**src/rtl/terminal_cajero_if.sv**
```systemverilog
// Keypad/card-slot side and controller-response bundle of the ATM terminal.
// master = terminal_cajero, slave = controller/customer environment.
interface terminal_cajero_if;
    logic        TARJETA_IN;
    logic        SEL_TRANS;
    logic        TECLA_STB;
    logic [3:0]  TECLA;
    logic        PIN_INCORRECTO;
    logic        ADVERTENCIA;
    logic        BLOQUEO;
    logic        BALANCE_ACTUALIZADO;
    logic        ENTREGAR_DINERO;
    logic        FONDOS_INSUFICIENTES;
    logic        TARJETA_RECIBIDA;
    logic        TIPO_TRANS;
    logic        DIGITO_STB;
    logic [3:0]  DIGITO;
    logic        MONTO_STB;
    logic [31:0] MONTO;
    logic        EXPULSAR_TARJETA;
    logic [2:0]  ESTADO;

    modport master (
        input  TARJETA_IN, SEL_TRANS, TECLA_STB, TECLA,
        input  PIN_INCORRECTO, ADVERTENCIA, BLOQUEO,
        input  BALANCE_ACTUALIZADO, ENTREGAR_DINERO, FONDOS_INSUFICIENTES,
        output TARJETA_RECIBIDA, TIPO_TRANS, DIGITO_STB, DIGITO,
        output MONTO_STB, MONTO, EXPULSAR_TARJETA, ESTADO
    );

    modport slave (
        output TARJETA_IN, SEL_TRANS, TECLA_STB, TECLA,
        output PIN_INCORRECTO, ADVERTENCIA, BLOQUEO,
        output BALANCE_ACTUALIZADO, ENTREGAR_DINERO, FONDOS_INSUFICIENTES,
        input  TARJETA_RECIBIDA, TIPO_TRANS, DIGITO_STB, DIGITO,
        input  MONTO_STB, MONTO, EXPULSAR_TARJETA, ESTADO
    );
endinterface

```
**src/rtl/terminal_cajero.sv**
```systemverilog
// ATM customer-side front end: card slot + keypad to controller sequencing.
// Optional inactivity timeout enabled by defining TERMINAL_TIMEOUT_EN.
module terminal_cajero #(
    parameter int RESP_CICLOS  = 4,
    parameter int INACT_CICLOS = 1000
) (
    input logic               CLK,
    input logic               RESET,
    terminal_cajero_if.master bus
);

    typedef enum logic [2:0] {
        ESPERA_TARJETA = 3'd0,
        PIN            = 3'd1,
        ESPERA_PIN     = 3'd2,
        MONTO_CAP      = 3'd3,
        ESPERA_RES     = 3'd4,
        BLOQUEADO      = 3'd5,
        FIN            = 3'd6
    } estado_t;

    localparam int RW = $clog2(RESP_CICLOS + 1);

    estado_t       estado;
    logic          tarjeta_q;
    logic          tarjeta_qq;
    logic [3:0]    dig_cnt;
    logic [RW-1:0] resp_cnt;
    logic [31:0]   acc;

    logic sube;
    logic baja;
    logic es_digito;
    logic es_enter;
    logic es_cancel;
    logic resp_flag;
    logic inact_fin;
    logic ir_fin;

    always_ff @(posedge CLK or posedge RESET) begin
        if (RESET) begin
            tarjeta_q  <= 1'b0;
            tarjeta_qq <= 1'b0;
        end else begin
            tarjeta_q  <= bus.TARJETA_IN;
            tarjeta_qq <= tarjeta_q;
        end
    end

    assign sube      = tarjeta_q & ~tarjeta_qq;
    assign baja      = ~tarjeta_q & tarjeta_qq;
    assign es_digito = bus.TECLA_STB && (bus.TECLA <= 4'd9);
    assign es_enter  = bus.TECLA_STB && (bus.TECLA == 4'hA);
    assign es_cancel = bus.TECLA_STB && (bus.TECLA == 4'hB);
    assign resp_flag = bus.ENTREGAR_DINERO | bus.BALANCE_ACTUALIZADO
                     | bus.FONDOS_INSUFICIENTES;

`ifdef TERMINAL_TIMEOUT_EN
    localparam int IW = $clog2(INACT_CICLOS + 1);

    logic [IW-1:0] inact_cnt;
    logic          en_sesion;

    assign en_sesion = (estado == PIN) || (estado == ESPERA_PIN)
                    || (estado == MONTO_CAP);
    assign inact_fin = en_sesion && (inact_cnt == IW'(INACT_CICLOS));

    always_ff @(posedge CLK or posedge RESET) begin
        if (RESET) begin
            inact_cnt <= '0;
        end else if (!en_sesion || bus.TECLA_STB) begin
            inact_cnt <= '0;
        end else if (!inact_fin) begin
            inact_cnt <= inact_cnt + 1'b1;
        end
    end
`else
    assign inact_fin = 1'b0;
`endif

    // Every session-terminating event funnels through here so the eject
    // pulse, session drop and amount clear always happen together.
    always_comb begin
        ir_fin = 1'b0;
        unique case (estado)
            PIN, MONTO_CAP:
                ir_fin = es_cancel | baja | inact_fin;
            ESPERA_PIN:
                ir_fin = !bus.BLOQUEO && !bus.PIN_INCORRECTO
                      && (es_cancel | baja | inact_fin);
            ESPERA_RES:
                ir_fin = resp_flag | baja;
            default:
                ir_fin = 1'b0;
        endcase
    end

    always_ff @(posedge CLK or posedge RESET) begin
        if (RESET) begin
            estado               <= ESPERA_TARJETA;
            dig_cnt              <= '0;
            resp_cnt             <= '0;
            acc                  <= '0;
            bus.TARJETA_RECIBIDA <= 1'b0;
            bus.TIPO_TRANS       <= 1'b0;
            bus.DIGITO_STB       <= 1'b0;
            bus.DIGITO           <= '0;
            bus.MONTO_STB        <= 1'b0;
            bus.MONTO            <= '0;
            bus.EXPULSAR_TARJETA <= 1'b0;
        end else begin
            bus.DIGITO_STB       <= 1'b0;
            bus.MONTO_STB        <= 1'b0;
            bus.EXPULSAR_TARJETA <= 1'b0;
            if (ir_fin) begin
                estado               <= FIN;
                bus.EXPULSAR_TARJETA <= 1'b1;
                bus.TARJETA_RECIBIDA <= 1'b0;
                bus.MONTO            <= '0;
            end else begin
                unique case (estado)
                    ESPERA_TARJETA: begin
                        if (sube) begin
                            bus.TIPO_TRANS       <= bus.SEL_TRANS;
                            bus.TARJETA_RECIBIDA <= 1'b1;
                            dig_cnt              <= '0;
                            estado               <= PIN;
                        end
                    end
                    PIN: begin
                        if (es_digito) begin
                            bus.DIGITO     <= bus.TECLA;
                            bus.DIGITO_STB <= 1'b1;
                            if (dig_cnt == 4'd3) begin
                                dig_cnt  <= '0;
                                resp_cnt <= '0;
                                estado   <= ESPERA_PIN;
                            end else begin
                                dig_cnt <= dig_cnt + 4'd1;
                            end
                        end
                    end
                    ESPERA_PIN: begin
                        if (bus.BLOQUEO) begin
                            estado <= BLOQUEADO;
                        end else if (bus.PIN_INCORRECTO) begin
                            dig_cnt <= '0;
                            estado  <= PIN;
                        end else if (resp_cnt == RW'(RESP_CICLOS - 1)) begin
                            acc     <= '0;
                            dig_cnt <= '0;
                            estado  <= MONTO_CAP;
                        end else begin
                            resp_cnt <= resp_cnt + 1'b1;
                        end
                    end
                    MONTO_CAP: begin
                        // Nine decimal digits max keeps acc below 2^32.
                        if (es_digito && dig_cnt < 4'd9) begin
                            acc     <= acc * 32'd10 + {28'd0, bus.TECLA};
                            dig_cnt <= dig_cnt + 4'd1;
                        end else if (es_enter && dig_cnt != 4'd0) begin
                            bus.MONTO     <= acc;
                            bus.MONTO_STB <= 1'b1;
                            estado        <= ESPERA_RES;
                        end
                    end
                    ESPERA_RES: begin
                        estado <= ESPERA_RES;
                    end
                    BLOQUEADO: begin
                        estado <= BLOQUEADO;
                    end
                    FIN: begin
                        if (!tarjeta_q) begin
                            estado <= ESPERA_TARJETA;
                        end
                    end
                    default: begin
                        estado <= ESPERA_TARJETA;
                    end
                endcase
            end
        end
    end

    assign bus.ESTADO = estado;

endmodule

```
**src/flat_wrapper.sv**
```systemverilog
// flat-port wrapper written by rule: the top's interface ports become plain ports
module terminal_cajero_flat 
#(
    parameter int RESP_CICLOS  = 4,
    parameter int INACT_CICLOS = 1000
)
  (CLK, RESET, bus_TARJETA_IN, bus_SEL_TRANS, bus_TECLA_STB, bus_TECLA, bus_PIN_INCORRECTO, bus_ADVERTENCIA, bus_BLOQUEO, bus_BALANCE_ACTUALIZADO, bus_ENTREGAR_DINERO, bus_FONDOS_INSUFICIENTES, bus_TARJETA_RECIBIDA, bus_TIPO_TRANS, bus_DIGITO_STB, bus_DIGITO, bus_MONTO_STB, bus_MONTO, bus_EXPULSAR_TARJETA, bus_ESTADO);
  terminal_cajero_if bus_i ();
  input logic CLK;
  input logic RESET;
  input wire logic [$bits(bus_i.TARJETA_IN)-1:0] bus_TARJETA_IN;
  input wire logic [$bits(bus_i.SEL_TRANS)-1:0] bus_SEL_TRANS;
  input wire logic [$bits(bus_i.TECLA_STB)-1:0] bus_TECLA_STB;
  input wire logic [$bits(bus_i.TECLA)-1:0] bus_TECLA;
  input wire logic [$bits(bus_i.PIN_INCORRECTO)-1:0] bus_PIN_INCORRECTO;
  input wire logic [$bits(bus_i.ADVERTENCIA)-1:0] bus_ADVERTENCIA;
  input wire logic [$bits(bus_i.BLOQUEO)-1:0] bus_BLOQUEO;
  input wire logic [$bits(bus_i.BALANCE_ACTUALIZADO)-1:0] bus_BALANCE_ACTUALIZADO;
  input wire logic [$bits(bus_i.ENTREGAR_DINERO)-1:0] bus_ENTREGAR_DINERO;
  input wire logic [$bits(bus_i.FONDOS_INSUFICIENTES)-1:0] bus_FONDOS_INSUFICIENTES;
  output wire logic [$bits(bus_i.TARJETA_RECIBIDA)-1:0] bus_TARJETA_RECIBIDA;
  output wire logic [$bits(bus_i.TIPO_TRANS)-1:0] bus_TIPO_TRANS;
  output wire logic [$bits(bus_i.DIGITO_STB)-1:0] bus_DIGITO_STB;
  output wire logic [$bits(bus_i.DIGITO)-1:0] bus_DIGITO;
  output wire logic [$bits(bus_i.MONTO_STB)-1:0] bus_MONTO_STB;
  output wire logic [$bits(bus_i.MONTO)-1:0] bus_MONTO;
  output wire logic [$bits(bus_i.EXPULSAR_TARJETA)-1:0] bus_EXPULSAR_TARJETA;
  output wire logic [$bits(bus_i.ESTADO)-1:0] bus_ESTADO;
  assign bus_i.TARJETA_IN = bus_TARJETA_IN;
  assign bus_i.SEL_TRANS = bus_SEL_TRANS;
  assign bus_i.TECLA_STB = bus_TECLA_STB;
  assign bus_i.TECLA = bus_TECLA;
  assign bus_i.PIN_INCORRECTO = bus_PIN_INCORRECTO;
  assign bus_i.ADVERTENCIA = bus_ADVERTENCIA;
  assign bus_i.BLOQUEO = bus_BLOQUEO;
  assign bus_i.BALANCE_ACTUALIZADO = bus_BALANCE_ACTUALIZADO;
  assign bus_i.ENTREGAR_DINERO = bus_ENTREGAR_DINERO;
  assign bus_i.FONDOS_INSUFICIENTES = bus_FONDOS_INSUFICIENTES;
  assign bus_TARJETA_RECIBIDA = bus_i.TARJETA_RECIBIDA;
  assign bus_TIPO_TRANS = bus_i.TIPO_TRANS;
  assign bus_DIGITO_STB = bus_i.DIGITO_STB;
  assign bus_DIGITO = bus_i.DIGITO;
  assign bus_MONTO_STB = bus_i.MONTO_STB;
  assign bus_MONTO = bus_i.MONTO;
  assign bus_EXPULSAR_TARJETA = bus_i.EXPULSAR_TARJETA;
  assign bus_ESTADO = bus_i.ESTADO;
  terminal_cajero #(.RESP_CICLOS(RESP_CICLOS), .INACT_CICLOS(INACT_CICLOS)) u_core (.CLK(CLK), .RESET(RESET), .bus(bus_i));
endmodule
```
**config.mk**
```make
export PLATFORM = sky130hd
export DESIGN_NAME = terminal_cajero_flat
export DESIGN_NICKNAME = d
export VERILOG_FILES = /design/src/rtl/terminal_cajero_if.sv /design/src/rtl/terminal_cajero.sv /design/src/flat_wrapper.sv
export SDC_FILE = /design/constraint.sdc
export NUM_CORES = 1
export LEC_CHECK = 0
export ABC_AREA = 1
export BUFFER_PORTS_ARGS = -buffer_cell sky130_fd_sc_hd__buf_2
export CAP_MARGIN = 20
export CORE_MARGIN = 5
export CORE_UTILIZATION = 57
export CTS_BUF_LIST = sky130_fd_sc_hd__clkbuf_16
export CTS_CLUSTER_DIAMETER = 40
export DETAILED_ROUTE_END_ITERATION = 8
export GPL_ROUTABILITY_DRIVEN = 0
export PLACE_DENSITY = 0.77
export SETUP_SLACK_MARGIN = 0.2
export SYNTH_ARGS = -nofsm -noshare
export SYNTH_HDL_FRONTEND = slang
export SYNTH_SLANG_ARGS = --single-unit
```
**constraint.sdc**
```tcl
create_clock -name CLK -period 5.85 [get_ports CLK]
set_clock_uncertainty 0.2 [all_clocks]
set_input_delay 0.8775 -clock CLK [delete_from_list [all_inputs] [get_ports CLK]]
set_output_delay 0.8775 -clock CLK [all_outputs]
set_load 0.1 [all_outputs]
```
==> Yosys cells after proc, flatten, opt, wreduce, memory -nomap -nowiden <==
Cells that the tools add are included.
W data, S select, Z words.
{ "word_totals": {"ff_bits": 85, "latch_bits": 0, "ram_bits": 0, "romBits": 0, "in_bits": 15, "out_inout_bits": 44, "elab_cells": 128, "n_memories": 0} }
{ "op_classes": {"add_sub_neg": 3, "mul": 1, "div_mod_pow": 0, "magnitude_cmp": 2, "n_eq_ne": 27, "n_shift": 0, "muxes": 46, "bitwise_logic": 9, "n_reduce_logical": 27} }
{ "ops": {"columns": ["operator", "n"], "rows": [
  ["$mux W32", 8],
  ["$pmux W32 S2", 1],
  ["$mux W3", 15],
  ["$add A32 B4 Y32", 1],
  ["$mul A32 B3 Y31 const B", 1],
  ["$mux W4", 7],
  ["$pmux W3 S7", 1],
  ["$reduce_and A7 Y1", 3],
  ["$pmux W4 S4", 1],
  ["$ne A2 B1 Y1 const B", 6],
  ["$ne A3 B1 Y1 const B", 4],
  ["$reduce_bool A2 Y1", 6],
  ["$mux W1", 11],
  ["$eq A3 B2 Y1 const B", 3],
  ["$eq A3 B3 Y1 const B", 3],
  ["$reduce_and A3 Y1", 3],
  ["$eq A4 B4 Y1 const B", 2],
  ["$reduce_bool A4 Y1", 2],
  ["$logic_and A1 B1 Y1", 7],
  ["$ne A2 B2 Y1 const B", 3],
  ["$ne A3 B2 Y1 const B", 2],
  ["$pmux W3 S2", 1],
  ["$reduce_and A6 Y1", 1],
  ["$ne A5 B3 Y1 const B", 1],
  ["15 further kinds", 22]
]} }

==> Logic depth before layout (Yosys ltp) <==
{ "logic_depth": {"depth_word": 7, "ltp_mapped": 21, "depth_no_buf": 21} }

==> Worst setup path after synthesis <==
No wires, ideal clock.
{ "synth_timing": {"path_type": "register to register", "startpoint": "reg u_core.acc[1]", "endpoint": "reg u_core.acc[26]", "setup_ps": 117, "arrival_time_ps": 2792, "setup_slack_ps": 2741, "path_stages_with_launch": 17, "path_buffers": 0, "period_less_slack_ps": 3109, "cell_sequence": "dfrtp_1 -> ha_1 -> ha_1 -> fa_1 -> nand2_1 -> nor2_1 -> nand2_1 -> a21oi_1 -> nand3_1 -> nor2_2 -> nand2_2 -> nor2_4 -> nand4_1 -> nor2_1 -> nand2_1 -> nand3_1 -> nand2_1"} }
{ "synth_via": {"elab_chain_cells": 4} }
{ "synth_rtl": {"columns": ["element", "line", "source"], "rows": [
  ["from (decl)", "terminal_cajero.sv:29", "logic [31:0] acc;"],
  ["from (signal assigned)", "terminal_cajero.sv:160", "acc <= acc * 32'd10 + {28'd0, bus.TECLA};"],
  ["$mul A32 B3 Y31", "terminal_cajero.sv:160", null],
  ["$add A32 B4 Y32", "terminal_cajero.sv:160", null],
  ["$mux W32", "terminal_cajero.sv:159", "if (es_digito && dig_cnt < 4'd9) begin"],
  ["$pmux W32 S2", "terminal_cajero.sv:121", "unique case (estado)"]
]} }
Every way passes these cells. The select of a mux whose other input is x is not followed.
A chain may end at the register's enable or synchronous reset.

==> Worst setup path after layout <==
{ "layout_timing": {"startpoint": "reg u_core.acc[1]", "endpoint": "reg u_core.acc[24]"} }
The elaborated chain is that of the path after synthesis.

==> qor.csv <==
stage,metric,value,unit
outcome,status,"complete, no violations",
final_layout,drive_gt1_share,12.0,%
global_route,grt.total_usage,24.9,%
timing,max_clock_freq,0.281,GHz
cts,insertion_delay,330,ps
timing,finalSetupTns,0,ps
cts,post_cts_buffers,0,
cts,cts_tree,built,
detailed_routing,ant_nets,0,
detailed_routing,vias,6611,
detailed_routing,routed_wirelength,17.3,mm
final_layout,final_cell_mix,"nand2_1 (301), inv_1 (159), nand3_1 (105)",
cts,cts_resized,0,
logic_synthesis,synth_top_cell_area_share,30.7,%
worst_setup_path,startpoint,u_core.acc[1],
global_route,grt_max_degree,86,
cts,root_buffer,clkbuf_16,
worst_setup_path,critical_path_required,5920,ps
timing,fin_crit_sh,60.9,%
place,dpl.hpwl,13.7,mm
final_layout,nFillCells,1083,
logic_synthesis,synth.distinct_cells,45,
place,io_buffers,57,
worst_setup_path,worst-setup-path-type,reg2reg,
timing,setup_violations,0,
worst_setup_path,r2r_start,u_core.acc[1],
timing,slew_violations,0,
worst_setup_path,timing.critical_path.mode_cell,nand2_1,
die,die_y,120,um
die,io_pins,59,
die,dieArea,14400,um^2
detailed_routing,dr.pass1.iters,5,
die,core,12000,um^2
worst_setup_path,r2r_slack,2290,ps
logic_synthesis,synth.largest_area_cell,dfrtp_1,
final_layout,syn2layout_area_growth,9.62,%
cts,cts_inserted_buffers,9,
timing,min_period,3560,ps
final_layout,regArea,2130,um^2
logic_synthesis,ys_seq_area_share,30.7,%
global_route,grt_overflow_total,0,
global_route,grt_pass1_vias,6212,
final_layout,multi_input_area,4070,um^2
worst_setup_path,crit_arrival,3630,ps
logic_synthesis,yosys-top-cells-area,"dfrtp_1 (31%), nand2_1 (16%), ha_1 (11%)",
worst_setup_path,critical_path.top_delay_family,simple AND/OR/NAND/NOR gates,
detailed_routing,drt_iter0_drc,563,
cts,htree_levels,3,
worst_setup_path,max_stage_delay,580,ps
final_layout,diodes,0,
flow_run,drv_cap,0,
logic_synthesis,synth-edff-count,0,
worst_setup_path,path_max_fanout,5,
logic_synthesis,yosysWarnings,0,
timing,grt_setup_unrepaired,no,
cts,cts_max_path_buffers,2,
die,start_util,57.9,%
logic_synthesis,synth_area,6920,um^2
final_layout,fin_nets,1151,
cts,postCtsHoldBufs,0,
logic_synthesis,synth-async-reset-ratio,100,%
detailed_routing,wl_per_cell,14.2,um
worst_setup_path,crit_chain,ha_1 -> ha_1 -> fa_1 -> nand2_1 -> nor2_1 -> nand2_1 -> a21oi_1 -> nand3_1 -> nor2_2 -> nand2_2 -> nor2_2 -> nand3_2 -> nor2_4 -> nand2_1 -> nand3_1 -> nand3_1 -> nand2_1,
timing,worstMarginPinSlew,722,ps
detailed_routing,vias_per_cell,5.41,
global_route,antenna_found_initial,0,
worst_setup_path,end_kind,flip-flop,
logic_synthesis,syn_nets,1095,
final_layout,final_common_cell,nand2_1,
hold_path,hold_path_class,reg2reg,
die,die_w,120,um
timing,relSlewSlack,51.8,%
detailed_routing,route.detailed.drc,0,
logic_synthesis,syn_area_per_cell,6.82,um^2
cts,cts.sinks,85,
logic_synthesis,synthFlopType,dfrtp_1,
worst_setup_path,critPathBufInv,0,
worst_setup_path,start_kind,flip-flop,
die,rows,40,
hold_path,hold_start,u_core.bus.DIGITO[1],
logic_synthesis,synthesis.instances,1015,
cts,clk_pin_slew,60,ps
timing,hold_viol,0,
global_route,grt_pass1_wl,29.4,mm
worst_setup_path,crit_slowest_cell,fa_1,
logic_synthesis,ys_ff_latch,85,
cell families (layout without fill, tap and decap cells):
family	after synthesis	in the layout	synth area share [%]
buf+inv	182	242	10.5
fa+ha+maj	65	65	12.0
flops	85	85	30.7
mux	1	1	0.163
simple gates	560	560	36.4
compound gates	113	113	9.11
xor+xnor	9	9	1.14
layer usage:
layer,global-route usage [%],share of wire (%)
met1,35.9,49
met4,6.23,1.8
met3,2.81,4.2
met2,40.0,45
met5,0,0
worst reg2reg max path: cells and delay by family, from the launching register on:
| kind | cells | cell delay, ps |
|---|---|---|
| compound gates | 1 | 220 |
| flops | 1 | 440 |
| simple gates | 13 | 1480 |
| fa+ha+maj | 3 | 1170 |
cell usage after synthesis, types with 2 or more instances:
master    instances
inv_1           158
nor2_1           66
a21oi_2           2
nand4_1          18
o21ai_1          14
xor2_1            6
nor2_2            8
o21ai_0          48
a21oi_1          25
nor3_1           17
buf_6             4
dfrtp_1          85
buf_4             2
nand2_1         301
nor2_4            8
o22ai_1          12
clkbuf_1          2
fa_1              2
xnor2_1           3
buf_1             3
nor4_1            4
nand3b_1          2
and3_1            2
inv_2             8
buf_2             5
nand3_1         105
o21bai_1          3
nand2_2          18
ha_1             63
nand3_2           6
registers in the layout, summed over array words and instances, names as in the netlist:
| register | flops |
|---|---|
| u_core.bus.TIPO_TRANS | 1 |
| u_core.bus.EXPULSAR_TARJETA | 1 |
| u_core.resp_cnt | 3 |
| u_core.tarjeta_qq | 1 |
| u_core.acc | 32 |
| u_core.bus.DIGITO_STB | 1 |
| u_core.bus.MONTO | 32 |
| u_core.dig_cnt | 4 |
| u_core.bus.ESTADO | 3 |
| u_core.bus.DIGITO | 4 |
| u_core.bus.TARJETA_RECIBIDA | 1 |
| u_core.tarjeta_q | 1 |
| u_core.bus.MONTO_STB | 1 |
final timing paths:
| kind | to | cells past startpoint |
|---|---|---|
| worst min-delay path | u_core.bus.DIGITO[1] | 2 |
| worst max register to register | u_core.acc[24] | 17 |
| max in group asynchronous | u_core.bus.DIGITO[2] | 4 |
| worst max-delay path | u_core.acc[24] | 17 |
| worst min register to register | u_core.bus.DIGITO[1] | 2 |
| min in group asynchronous | u_core.resp_cnt[1] | 3 |
layout make-up:
cell class                 instances  area share (%)
clock buffer                       9            2.97
clock inverter                     6           0.313
inverter                         166            8.23
timing repair buffer              61            4.42
tap                              147            2.42
multi-input combinational        748            53.6
sequential                        85            28.0
metrics by stage:
stage / utilization (%) / std cells / hold WS, ps / setup WS, ps / area [um^2]
final: 63.4 / 1222 / 261 / 2290 / 7590
after global routing: 63.4 / 1222 / 282 / 1900 / 7590
after CTS: 63.2 / 1221 / 267 / 2290 / 7560
after detailed placement: 61.1 / 1206 / 253 / 2310 / 7310
after global placement: 61.1 / 1206 / 250 / 2410 / 7310
after floorplan: - / 1015 / 228 / 2580 / 6920
Power is not shown: default switching activity piles up to over one toggle a cycle in this logic, so the estimate is an artifact.
